==> config.mk <==
export PLATFORM = sky130hd
export DESIGN_NAME = uart_rx_ctrl_flat
export DESIGN_NICKNAME = d
export VERILOG_FILES = /design/src/rtl/uart_pkg.sv /design/src/rtl/uart_rx_ctrl_if.sv /design/src/rtl/uart_rx_fifo.sv /design/src/rtl/uart_rx_ctrl.sv /design/src/flat_wrapper.sv
export SDC_FILE = /design/constraint.sdc
export NUM_CORES = 1
export LEC_CHECK = 0
export CAP_MARGIN = 20
export CELL_PAD_IN_SITES_DETAIL_PLACEMENT = 0
export CELL_PAD_IN_SITES_GLOBAL_PLACEMENT = 1
export CORE_ASPECT_RATIO = 0.8
export CORE_MARGIN = 2
export CORE_UTILIZATION = 45
export DETAILED_ROUTE_END_ITERATION = 16
export GPL_TIMING_DRIVEN = 0
export MAX_ROUTING_LAYER = met4
export PLACE_DENSITY_LB_ADDON = 0.1
export SYNTH_ARGS = -nofsm -noshare
export SYNTH_HDL_FRONTEND = slang
export SYNTH_SLANG_ARGS = --single-unit
==> constraint.sdc <==
create_clock -name clk -period 6.2 [get_ports clk]
set_input_delay 1.55 -clock clk [delete_from_list [all_inputs] [get_ports clk]]
set_output_delay 1.55 -clock clk [all_outputs]
set_load 0.005 [all_outputs]
==> src/rtl/uart_pkg.sv <==
// Shared types and constants for the UART receive controller.
package uart_pkg;

    typedef enum logic [1:0] {
        DISABLED = 2'd0,
        RUN      = 2'd1,
        RECFG    = 2'd2
    } state_e;

    localparam int DEFAULT_DIV = 20;
    localparam int MIN_DIV     = 2;
    localparam int BYTE_W      = 8;

endpackage

==> src/rtl/uart_rx_ctrl_if.sv <==
// Signal bundle between the receive controller, the bit-level receiver and the byte consumer.
interface uart_rx_ctrl_if
    import uart_pkg::*;
#(
    parameter int DIV_W = 16,
    parameter int DEPTH = 4,
    parameter int CNT_W = 8
);

    logic                     ctrl_en;
    logic                     cfg_div_wr;
    logic [DIV_W-1:0]         cfg_div;
    logic                     baud_tick;
    logic                     rx_en;
    logic                     rx_busy;
    logic                     rx_done;
    logic [BYTE_W-1:0]        rx_data;
    logic                     rx_valid;
    logic [BYTE_W-1:0]        m_data;
    logic                     m_valid;
    logic                     m_ready;
    logic [$clog2(DEPTH):0]   fifo_level;
    logic [CNT_W-1:0]         frame_err_cnt;
    logic [CNT_W-1:0]         overrun_cnt;
    logic                     cfg_pending;

    // Controller side
    modport slave (
        input  ctrl_en, cfg_div_wr, cfg_div, rx_busy, rx_done, rx_data, rx_valid, m_ready,
        output baud_tick, rx_en, m_data, m_valid, fifo_level, frame_err_cnt, overrun_cnt,
        cfg_pending
    );

    // Environment side (receiver, consumer, software)
    modport master (
        output ctrl_en, cfg_div_wr, cfg_div, rx_busy, rx_done, rx_data, rx_valid, m_ready,
        input  baud_tick, rx_en, m_data, m_valid, fifo_level, frame_err_cnt, overrun_cnt,
        cfg_pending
    );

endinterface

==> src/rtl/uart_rx_fifo.sv <==
// Small circular byte FIFO; head is read combinationally from registered storage.
module uart_rx_fifo
    import uart_pkg::*;
#(
    parameter int DEPTH = 4
) (
    input  logic                   clk,
    input  logic                   rst,
    input  logic                   push_i,
    input  logic [BYTE_W-1:0]      data_i,
    input  logic                   pop_i,
    output logic [BYTE_W-1:0]      data_o,
    output logic                   full_o,
    output logic                   empty_o,
    output logic [$clog2(DEPTH):0] level_o
);

    localparam int AW = $clog2(DEPTH);

    logic [BYTE_W-1:0] mem_q [DEPTH];
    logic [AW:0]       wr_q, rd_q;
    logic              do_push, do_pop;

    // Pointers carry one extra wrap bit so full and empty are distinguishable
    assign empty_o = (wr_q == rd_q);
    assign full_o  = (wr_q[AW] != rd_q[AW]) && (wr_q[AW-1:0] == rd_q[AW-1:0]);
    assign level_o = wr_q - rd_q;

    assign do_pop  = pop_i && !empty_o;
    assign do_push = push_i && (!full_o || do_pop);

    assign data_o  = empty_o ? '0 : mem_q[rd_q[AW-1:0]];

    always_ff @(posedge clk) begin
        if (rst) begin
            wr_q <= '0;
            rd_q <= '0;
        end else begin
            if (do_push) wr_q <= wr_q + (AW+1)'(1);
            if (do_pop)  rd_q <= rd_q + (AW+1)'(1);
        end
    end

    always_ff @(posedge clk) begin
        if (do_push) mem_q[wr_q[AW-1:0]] <= data_i;
    end

endmodule

==> src/rtl/uart_rx_ctrl.sv <==
// UART receive controller: baud tick generation, safe divisor reconfiguration,
// received-byte FIFO and saturating error/overrun counters.
module uart_rx_ctrl
    import uart_pkg::*;
#(
    parameter int DIV_W       = 16,
    parameter int DEFAULT_DIV = uart_pkg::DEFAULT_DIV,
    parameter int DEPTH       = 4,
    parameter int CNT_W       = 8
) (
    input logic            clk,
    input logic            rst,
    uart_rx_ctrl_if.slave  bus
);

    localparam logic [DIV_W-1:0] RST_DIV = DIV_W'(DEFAULT_DIV);

    state_e           state_q, state_d;
    logic [DIV_W-1:0] div_q, div_d;
    logic [DIV_W-1:0] pend_q, pend_d;
    logic [DIV_W-1:0] cnt_q, cnt_d;
    logic [CNT_W-1:0] ferr_q, ferr_d;
    logic [CNT_W-1:0] ovr_q, ovr_d;
    logic [DIV_W-1:0] newest_div;
    logic             running, tick;
    logic             push, pop, full, empty;

    function automatic logic [DIV_W-1:0] clamp_div(input logic [DIV_W-1:0] d);
        return (d < DIV_W'(MIN_DIV)) ? DIV_W'(MIN_DIV) : d;
    endfunction

    function automatic logic [CNT_W-1:0] sat_inc(input logic [CNT_W-1:0] c);
        return (&c) ? c : c + CNT_W'(1);
    endfunction

    assign running = (state_q != DISABLED);
    assign tick    = running && (cnt_q == div_q - DIV_W'(1));

    // A write in the same cycle as the apply decision supersedes the stored pending value
    assign newest_div = bus.cfg_div_wr ? bus.cfg_div : pend_q;

    always_comb begin
        state_d = state_q;
        div_d   = div_q;
        pend_d  = pend_q;
        cnt_d   = running ? (tick ? '0 : cnt_q + DIV_W'(1)) : '0;
        unique case (state_q)
            DISABLED: begin
                if (bus.cfg_div_wr) div_d = clamp_div(bus.cfg_div);
                if (bus.ctrl_en)    state_d = RUN;
            end
            RUN: begin
                if (!bus.ctrl_en) begin
                    if (bus.cfg_div_wr) div_d = clamp_div(bus.cfg_div);
                    state_d = DISABLED;
                end else if (bus.cfg_div_wr) begin
                    if (bus.rx_busy) begin
                        pend_d  = bus.cfg_div;
                        state_d = RECFG;
                    end else begin
                        div_d = clamp_div(bus.cfg_div);
                        cnt_d = '0;
                    end
                end
            end
            RECFG: begin
                pend_d = newest_div;
                if (!bus.ctrl_en) begin
                    div_d   = clamp_div(newest_div);
                    pend_d  = '0;
                    state_d = DISABLED;
                end else if (!bus.rx_busy) begin
                    div_d   = clamp_div(newest_div);
                    pend_d  = '0;
                    cnt_d   = '0;
                    state_d = RUN;
                end
            end
            default: state_d = DISABLED;
        endcase
    end

    always_comb begin
        ferr_d = ferr_q;
        ovr_d  = ovr_q;
        if (bus.rx_done && !bus.rx_valid)                 ferr_d = sat_inc(ferr_q);
        if (bus.rx_done && bus.rx_valid && full && !pop)  ovr_d  = sat_inc(ovr_q);
    end

    always_ff @(posedge clk) begin
        if (rst) begin
            state_q <= DISABLED;
            div_q   <= RST_DIV;
            pend_q  <= '0;
            cnt_q   <= '0;
            ferr_q  <= '0;
            ovr_q   <= '0;
        end else begin
            state_q <= state_d;
            div_q   <= div_d;
            pend_q  <= pend_d;
            cnt_q   <= cnt_d;
            ferr_q  <= ferr_d;
            ovr_q   <= ovr_d;
        end
    end

    assign pop  = !empty && bus.m_ready;
    assign push = bus.rx_done && bus.rx_valid && (!full || pop);

    uart_rx_fifo #(.DEPTH(DEPTH)) u_fifo (
        .clk     (clk),
        .rst     (rst),
        .push_i  (push),
        .data_i  (bus.rx_data),
        .pop_i   (pop),
        .data_o  (bus.m_data),
        .full_o  (full),
        .empty_o (empty),
        .level_o (bus.fifo_level)
    );

    assign bus.m_valid       = !empty;
    assign bus.baud_tick     = tick;
    assign bus.rx_en         = running;
    assign bus.cfg_pending   = (state_q == RECFG);
    assign bus.frame_err_cnt = ferr_q;
    assign bus.overrun_cnt   = ovr_q;

endmodule

==> src/flat_wrapper.sv <==
// flat-port wrapper written by rule: the top's interface ports become plain ports
module uart_rx_ctrl_flat import uart_pkg::*;
#(
    parameter int DIV_W       = 16,
    parameter int DEFAULT_DIV = uart_pkg::DEFAULT_DIV,
    parameter int DEPTH       = 4,
    parameter int CNT_W       = 8
)
  (clk, rst, bus_ctrl_en, bus_cfg_div_wr, bus_cfg_div, bus_rx_busy, bus_rx_done, bus_rx_data, bus_rx_valid, bus_m_ready, bus_baud_tick, bus_rx_en, bus_m_data, bus_m_valid, bus_fifo_level, bus_frame_err_cnt, bus_overrun_cnt, bus_cfg_pending);
  uart_rx_ctrl_if #(.DIV_W(DIV_W), .DEPTH(DEPTH), .CNT_W(CNT_W)) bus_i ();
  input logic clk;
  input logic rst;
  input wire logic [$bits(bus_i.ctrl_en)-1:0] bus_ctrl_en;
  input wire logic [$bits(bus_i.cfg_div_wr)-1:0] bus_cfg_div_wr;
  input wire logic [$bits(bus_i.cfg_div)-1:0] bus_cfg_div;
  input wire logic [$bits(bus_i.rx_busy)-1:0] bus_rx_busy;
  input wire logic [$bits(bus_i.rx_done)-1:0] bus_rx_done;
  input wire logic [$bits(bus_i.rx_data)-1:0] bus_rx_data;
  input wire logic [$bits(bus_i.rx_valid)-1:0] bus_rx_valid;
  input wire logic [$bits(bus_i.m_ready)-1:0] bus_m_ready;
  output wire logic [$bits(bus_i.baud_tick)-1:0] bus_baud_tick;
  output wire logic [$bits(bus_i.rx_en)-1:0] bus_rx_en;
  output wire logic [$bits(bus_i.m_data)-1:0] bus_m_data;
  output wire logic [$bits(bus_i.m_valid)-1:0] bus_m_valid;
  output wire logic [$bits(bus_i.fifo_level)-1:0] bus_fifo_level;
  output wire logic [$bits(bus_i.frame_err_cnt)-1:0] bus_frame_err_cnt;
  output wire logic [$bits(bus_i.overrun_cnt)-1:0] bus_overrun_cnt;
  output wire logic [$bits(bus_i.cfg_pending)-1:0] bus_cfg_pending;
  assign bus_i.ctrl_en = bus_ctrl_en;
  assign bus_i.cfg_div_wr = bus_cfg_div_wr;
  assign bus_i.cfg_div = bus_cfg_div;
  assign bus_i.rx_busy = bus_rx_busy;
  assign bus_i.rx_done = bus_rx_done;
  assign bus_i.rx_data = bus_rx_data;
  assign bus_i.rx_valid = bus_rx_valid;
  assign bus_i.m_ready = bus_m_ready;
  assign bus_baud_tick = bus_i.baud_tick;
  assign bus_rx_en = bus_i.rx_en;
  assign bus_m_data = bus_i.m_data;
  assign bus_m_valid = bus_i.m_valid;
  assign bus_fifo_level = bus_i.fifo_level;
  assign bus_frame_err_cnt = bus_i.frame_err_cnt;
  assign bus_overrun_cnt = bus_i.overrun_cnt;
  assign bus_cfg_pending = bus_i.cfg_pending;
  uart_rx_ctrl #(.DIV_W(DIV_W), .DEFAULT_DIV(DEFAULT_DIV), .DEPTH(DEPTH), .CNT_W(CNT_W)) u_core (.clk(clk), .rst(rst), .bus(bus_i));
endmodule
# After elaboration in Yosys (flattened, before gate mapping)
# Memories as Yosys holds them, arrays and structs flattened. A register that Yosys moved wholly into a read port is not among the register bits.
# Index checks and enable logic that the tools add are counted.
[op_classes]
add_sub_neg = 7
magnitude_cmp = 2
n_eq_ne = 14
n_mux = 35
bitwise = 2
reduce_logical = 27
[op_table]
columns = ["operator", "count"]
rows = [
  ["16-bit two-way mux", 20],
  ["16-bit case mux with 2 select lines", 2],
  ["16-bit case mux with 3 select lines", 1],
  ["16-bit by 2-bit less-than comparator with 1-bit output (second input constant)", 2],
  ["16-bit by 1-bit adder with 16-bit output (second input constant)", 1],
  ["8-bit by 1-bit adder with 8-bit output (second input constant)", 2],
  ["16-bit equality test", 1],
  ["2-bit two-way mux", 8],
  ["8-bit AND reduction", 2],
  ["16-bit by 1-bit subtractor with 16-bit output (second input constant)", 1],
  ["3-bit != test (second input constant)", 4],
  ["4-bit AND reduction", 3],
  ["1-bit logical AND", 10],
  ["8-bit two-way mux", 1],
  ["2-bit != test (second input constant)", 4],
  ["3-bit by 1-bit adder with 3-bit output (second input constant)", 2],
  ["2-bit case mux with 3 select lines", 1],
  ["1-bit logical NOT", 4],
  ["2-bit AND reduction", 2],
  ["2-bit nonzero test", 2],
  ["3-bit equality test", 1],
  ["3-bit nonzero test", 1],
  ["3-bit subtractor", 1],
  ["2-bit by 1-bit equality test with 1-bit output (second input constant)", 1],
  ["7 further kinds", 10],
]
[word_totals]
register_bits = 72
ram_bits = 32
output_inout_bits = 31
word_cells = 96
memories = 1
[mem_list]
columns = ["name", "depth", "word_bits", "read_ports", "rd_clocked_by_memory_dff", "wr", "line_no", "text"]
rows = [
  ["u_core.u_fifo.mem_q", 4, 8, 1, 1, 1, "uart_rx_fifo.sv:20", "logic [BYTE_W-1:0] mem_q [DEPTH];"],
]

# Depth between registers and ports, before layout
[depth]
depth_word = 9
ltp_mapped = 12
depth_no_buf = 9

# By module
# Synthesis repeated with hierarchy kept, for this count alone.
[hier_totals]
hier_cells = 584
hier_area_um2 = 5604.1
[modules_own_cells]
columns = ["module", "n_inst", "cells_each", "area_each_um2", "seq_area_each_um2"]
rows = [
  ["uart_rx_ctrl", 1, 477, 3848.7, 1321.3],
  ["uart_rx_fifo", 1, 107, 1755.4, 1121.1],
]

# Least setup slack after synthesis
# Ideal clock, no wire load.
[synth_timing]
path_type = "register to output"
from = "reg u_core.div_q[0]"
to = "out bus_baud_tick"
arrival_ps = 2167
required_time_ps = 4650
slack_ps = 2483
stages_incl_launch_ff = 11
path_buffers = 2
path_cell_list = "dfxtp_1 > buf_6 > inv_1 > ha_1 > buf_2 > or4b_1 > xor2_1 > nand3_1 > a211oi_1 > o2111ai_1 > nor3_1"
[synth_between]
elab_chain_cells = 3
[synth_rtl]
columns = ["element", "line_no", "text"]
rows = [
  ["from (decl)", "uart_rx_ctrl.sv:19", "logic [DIV_W-1:0] div_q, div_d;"],
  ["from (signal assigned)", "uart_rx_ctrl.sv:100", "div_q <= div_d;"],
  ["16-bit by 1-bit subtractor with 16-bit output", "uart_rx_ctrl.sv:37", "assign tick = running && (cnt_q == div_q - DIV_W'(1));"],
  ["16-bit equality test", "uart_rx_ctrl.sv:37", ""],
  ["1-bit logical AND", "uart_rx_ctrl.sv:37", ""],
  ["to (decl)", "flat_wrapper.sv:21", "output wire logic [$bits(bus_i.baud_tick)-1:0] bus_baud_tick;"],
]
# Every way passes these cells.

# Worst setup path after layout
[layout_timing]
from = "reg u_core.div_q[1]"
to = "out bus_baud_tick"
# Same word-level chain as after synthesis.

==> impl_metrics.ini <==
[outcome]
status = completed

[logic_synthesis]
synth_top_area_frac = 0.271
synthesis.area_sq_um = 5460
synthesis.nets = 619
synth_top_area_cell = dfxtp_1
synth_ff_type = dfxtp_1
yosysSeqAreaShare = 0.447
ys_async_sr_fraction = 0
synth_edf_count = 32
ys_seq_elements = 106
netlist-cell-type-count = 62
ys_warn_count = 0
synth_area_leaders = dfxtp_1 27%, edfxtp_1 18%, nor2_1 6.2%, xor2_1 4.3%, ha_1 3.7%
postSynthCellCount = 570
synth_area_per_cell_sq_um = 9.58

[place]
place_congestion = 0.860
port_buffers = 62
post-dp-hpwl_um = 10000

[cts]
post_cts_buffers = 0
cts_sinks = 106
cts.htree.levels = 3
cts_buffers = 9
cts.clk_slew.worst_paths_ns = 0.07
cts_tree = done
cts-root-buf = clkbuf_16
cts_resized = 0
clockBufferDepth = 2
clkLatencyLatePin_ns = 0.35
hold_buffers = 0

[min_path]
hold_path.startpoint = u_core.cnt_q[0]$_SDFF_PP0_
hp-class = flip-flop to flip-flop
min_delay_worst_endpoint = u_core.cnt_q[0]$_SDFF_PP0_
hold_path_depth = 1

[timing]
worst_slew_pin_slew_ns = 0.763
setup_viol = 0
fmax_mhz = 197
slew_viol_final = 0
max_slew_margin = 0.490
rsz0062_at_grt = no
final.setup.tns_ns = 0
post-route-period-util = 0.820
hold_viol = 0
period_minus_slack_ns = 5.09
finClkSkew_ns = 0.00730

[critical_path]
r2r_slack_ns = 2.95
rr_endpoint = u_core.cnt_q[7]$_SDFF_PP0_
cp_max_fo = 8
worst-r2r-cell-count = 11
end_kind = output port
start_kind = flip-flop
worstPathArrival_ns = 3.54
cp.required_ns = 4.65
r2r_start = u_core.div_q[1]$_SDFFE_PP0P_
criticalPathCategory = flip-flop to output port

[layout]
drive_gt1_frac = 0.0617
mostFrequentLayoutCell = nor2_1
fillers = 1067
antenna_cells = 0
nets = 692
final_cell_mix = 90 x nor2_1, 74 x dfxtp_1, 62 x clkdlybuf4s50_1, 35 x a21oi_1, 32 x edfxtp_1
syn_to_final_growth_pct = 20.4

[pwr]
ir_drop_mv = 0.140
power_density_nw_per_um2 = 259
finalPower_mw = 1.70
p_leak_nw = 2.32

[global_routing]
grt_usage = 0.220
grt_pass1_wl_um = 21800
grt_pass1_vias = 4259
antenna_found_initial = 0
grt_start_max_net_pins = 20
overflow = 0

[floorplan]
start_util = 0.467
die_y_um = 103
rows = 35
die_w_um = 127
io_pins = 63
die_area_sq_um = 13000
core-area_sq_um = 11700

[detailed_routing]
wire_per_inst_um = 16.8
drc = 0
via_per_inst = 5.58
antenna_left = 0
dr_total_vias = 4441
drtIter0Drc = 251
firstDrtPassIters = 5
wl_um = 13300

[flow_run]
drv_cap = 0
report_power, final:
part / internal (mW) / leakage (nW) / total (mW) / switching (mW)
clock network: 0.321 / 0.150 / 0.593 / 0.272
logic: 0.160 / 1.28 / 0.339 / 0.180
registers: 0.739 / 0.891 / 0.767 / 0.0284
layout make-up:
class | count | area, sq um | area share
plain buffers | 25 | 111 | 0.0169
clock inverters | 7 | 83.8 | 0.0127
multi-input cells | 421 | 2840 | 0.432
inverters | 18 | 67.6 | 0.0103
flip-flops and latches | 106 | 2440 | 0.371
clock buffers | 9 | 225 | 0.0343
well taps | 148 | 185 | 0.0282
repair buffers | 62 | 621 | 0.0944
flip-flops by register name, summed over array words and instances, names as in the netlist, named ones only:
signal                    count
u_core.bus.overrun_cnt        8
u_core.u_fifo.rd_q            3
u_core.state_q                2
u_core.cnt_q                 16
u_core.pend_q                16
u_core.bus.frame_err_cnt      8
u_core.u_fifo.mem_q          32
u_core.u_fifo.wr_q            3
u_core.div_q                 16
cell usage after synthesis (all sizes together), types with 10 or more instances:
cell    number
a21oi       35
a22oi       17
and2        14
clkbuf      19
dfxtp       74
edfxtp      32
ha          16
inv         18
mux2i       10
nand2       27
nand3       16
nor2        90
nor2b       10
nor3        17
nor4        14
o21ai       18
xnor2       22
xor2        27
per-layer routing:
layer  global-route usage  vias up  share of wire
met4               0.0490        0          0.010
met5                    -        -              0
li1                     -     2206              -
met1                0.315     2109           0.52
met3               0.0415       13          0.045
met2                0.327      113           0.42
stage by stage:
stage | cells | hold slack [ns] | cell area, sq um | setup WS, ns | utilization
floorplan | 570 | 0.447 | 5460 | 2.48 | -
global placement | 780 | 0.464 | 6270 | 1.63 | 0.536
detailed placement | 780 | 0.476 | 6270 | 1.61 | 0.536
CTS | 796 | 0.515 | 6580 | 1.18 | 0.562
global route | 796 | 0.536 | 6580 | 0.994 | 0.562
finish | 796 | 0.510 | 6580 | 1.11 | 0.562
worst max-delay path, stage by stage (launching register included):
cell	delay (ns)
dfxtp_1	0.41
inv_1	0.21
ha_1	0.18
buf_2	0.18
or4b_1	0.57
xor2_1	0.20
nand3_1	0.09
a211oi_1	0.44
o2111ai_1	0.16
nor3_1	0.21
clkdlybuf4s50_1	0.53
worst max-delay path by stage:
stage | from | to | cells after the start | slack (ns)
floorplan | u_core.div_q[0]$_SDFFE_PP0P_ | bus_baud_tick | 10 | 2.48
global placement | u_core.div_q[1]$_SDFFE_PP0P_ | bus_baud_tick | 10 | 1.63
detailed placement | u_core.div_q[1]$_SDFFE_PP0P_ | bus_baud_tick | 10 | 1.61
CTS | u_core.div_q[1]$_SDFFE_PP0P_ | bus_baud_tick | 10 | 1.18
global route | u_core.div_q[1]$_SDFFE_PP0P_ | bus_baud_tick | 10 | 0.99
finish | u_core.div_q[1]$_SDFFE_PP0P_ | bus_baud_tick | 10 | 1.11
cells by family (layout without fill, tap and decap cells):
logic type | after synthesis | in the layout | share of synthesized area
AND/OR/NAND/NOR | 224 | 224 | 0.210
AO/OA/AOI/OAI | 113 | 113 | 0.140
flip-flops | 106 | 106 | 0.447
XOR/XNOR | 49 | 49 | 0.0786
buffers and inverters | 43 | 121 | 0.0328
multiplexers | 18 | 18 | 0.0513
adder cells (fa/ha/maj) | 17 | 17 | 0.0403
Power figures use the tool's default switching activity.
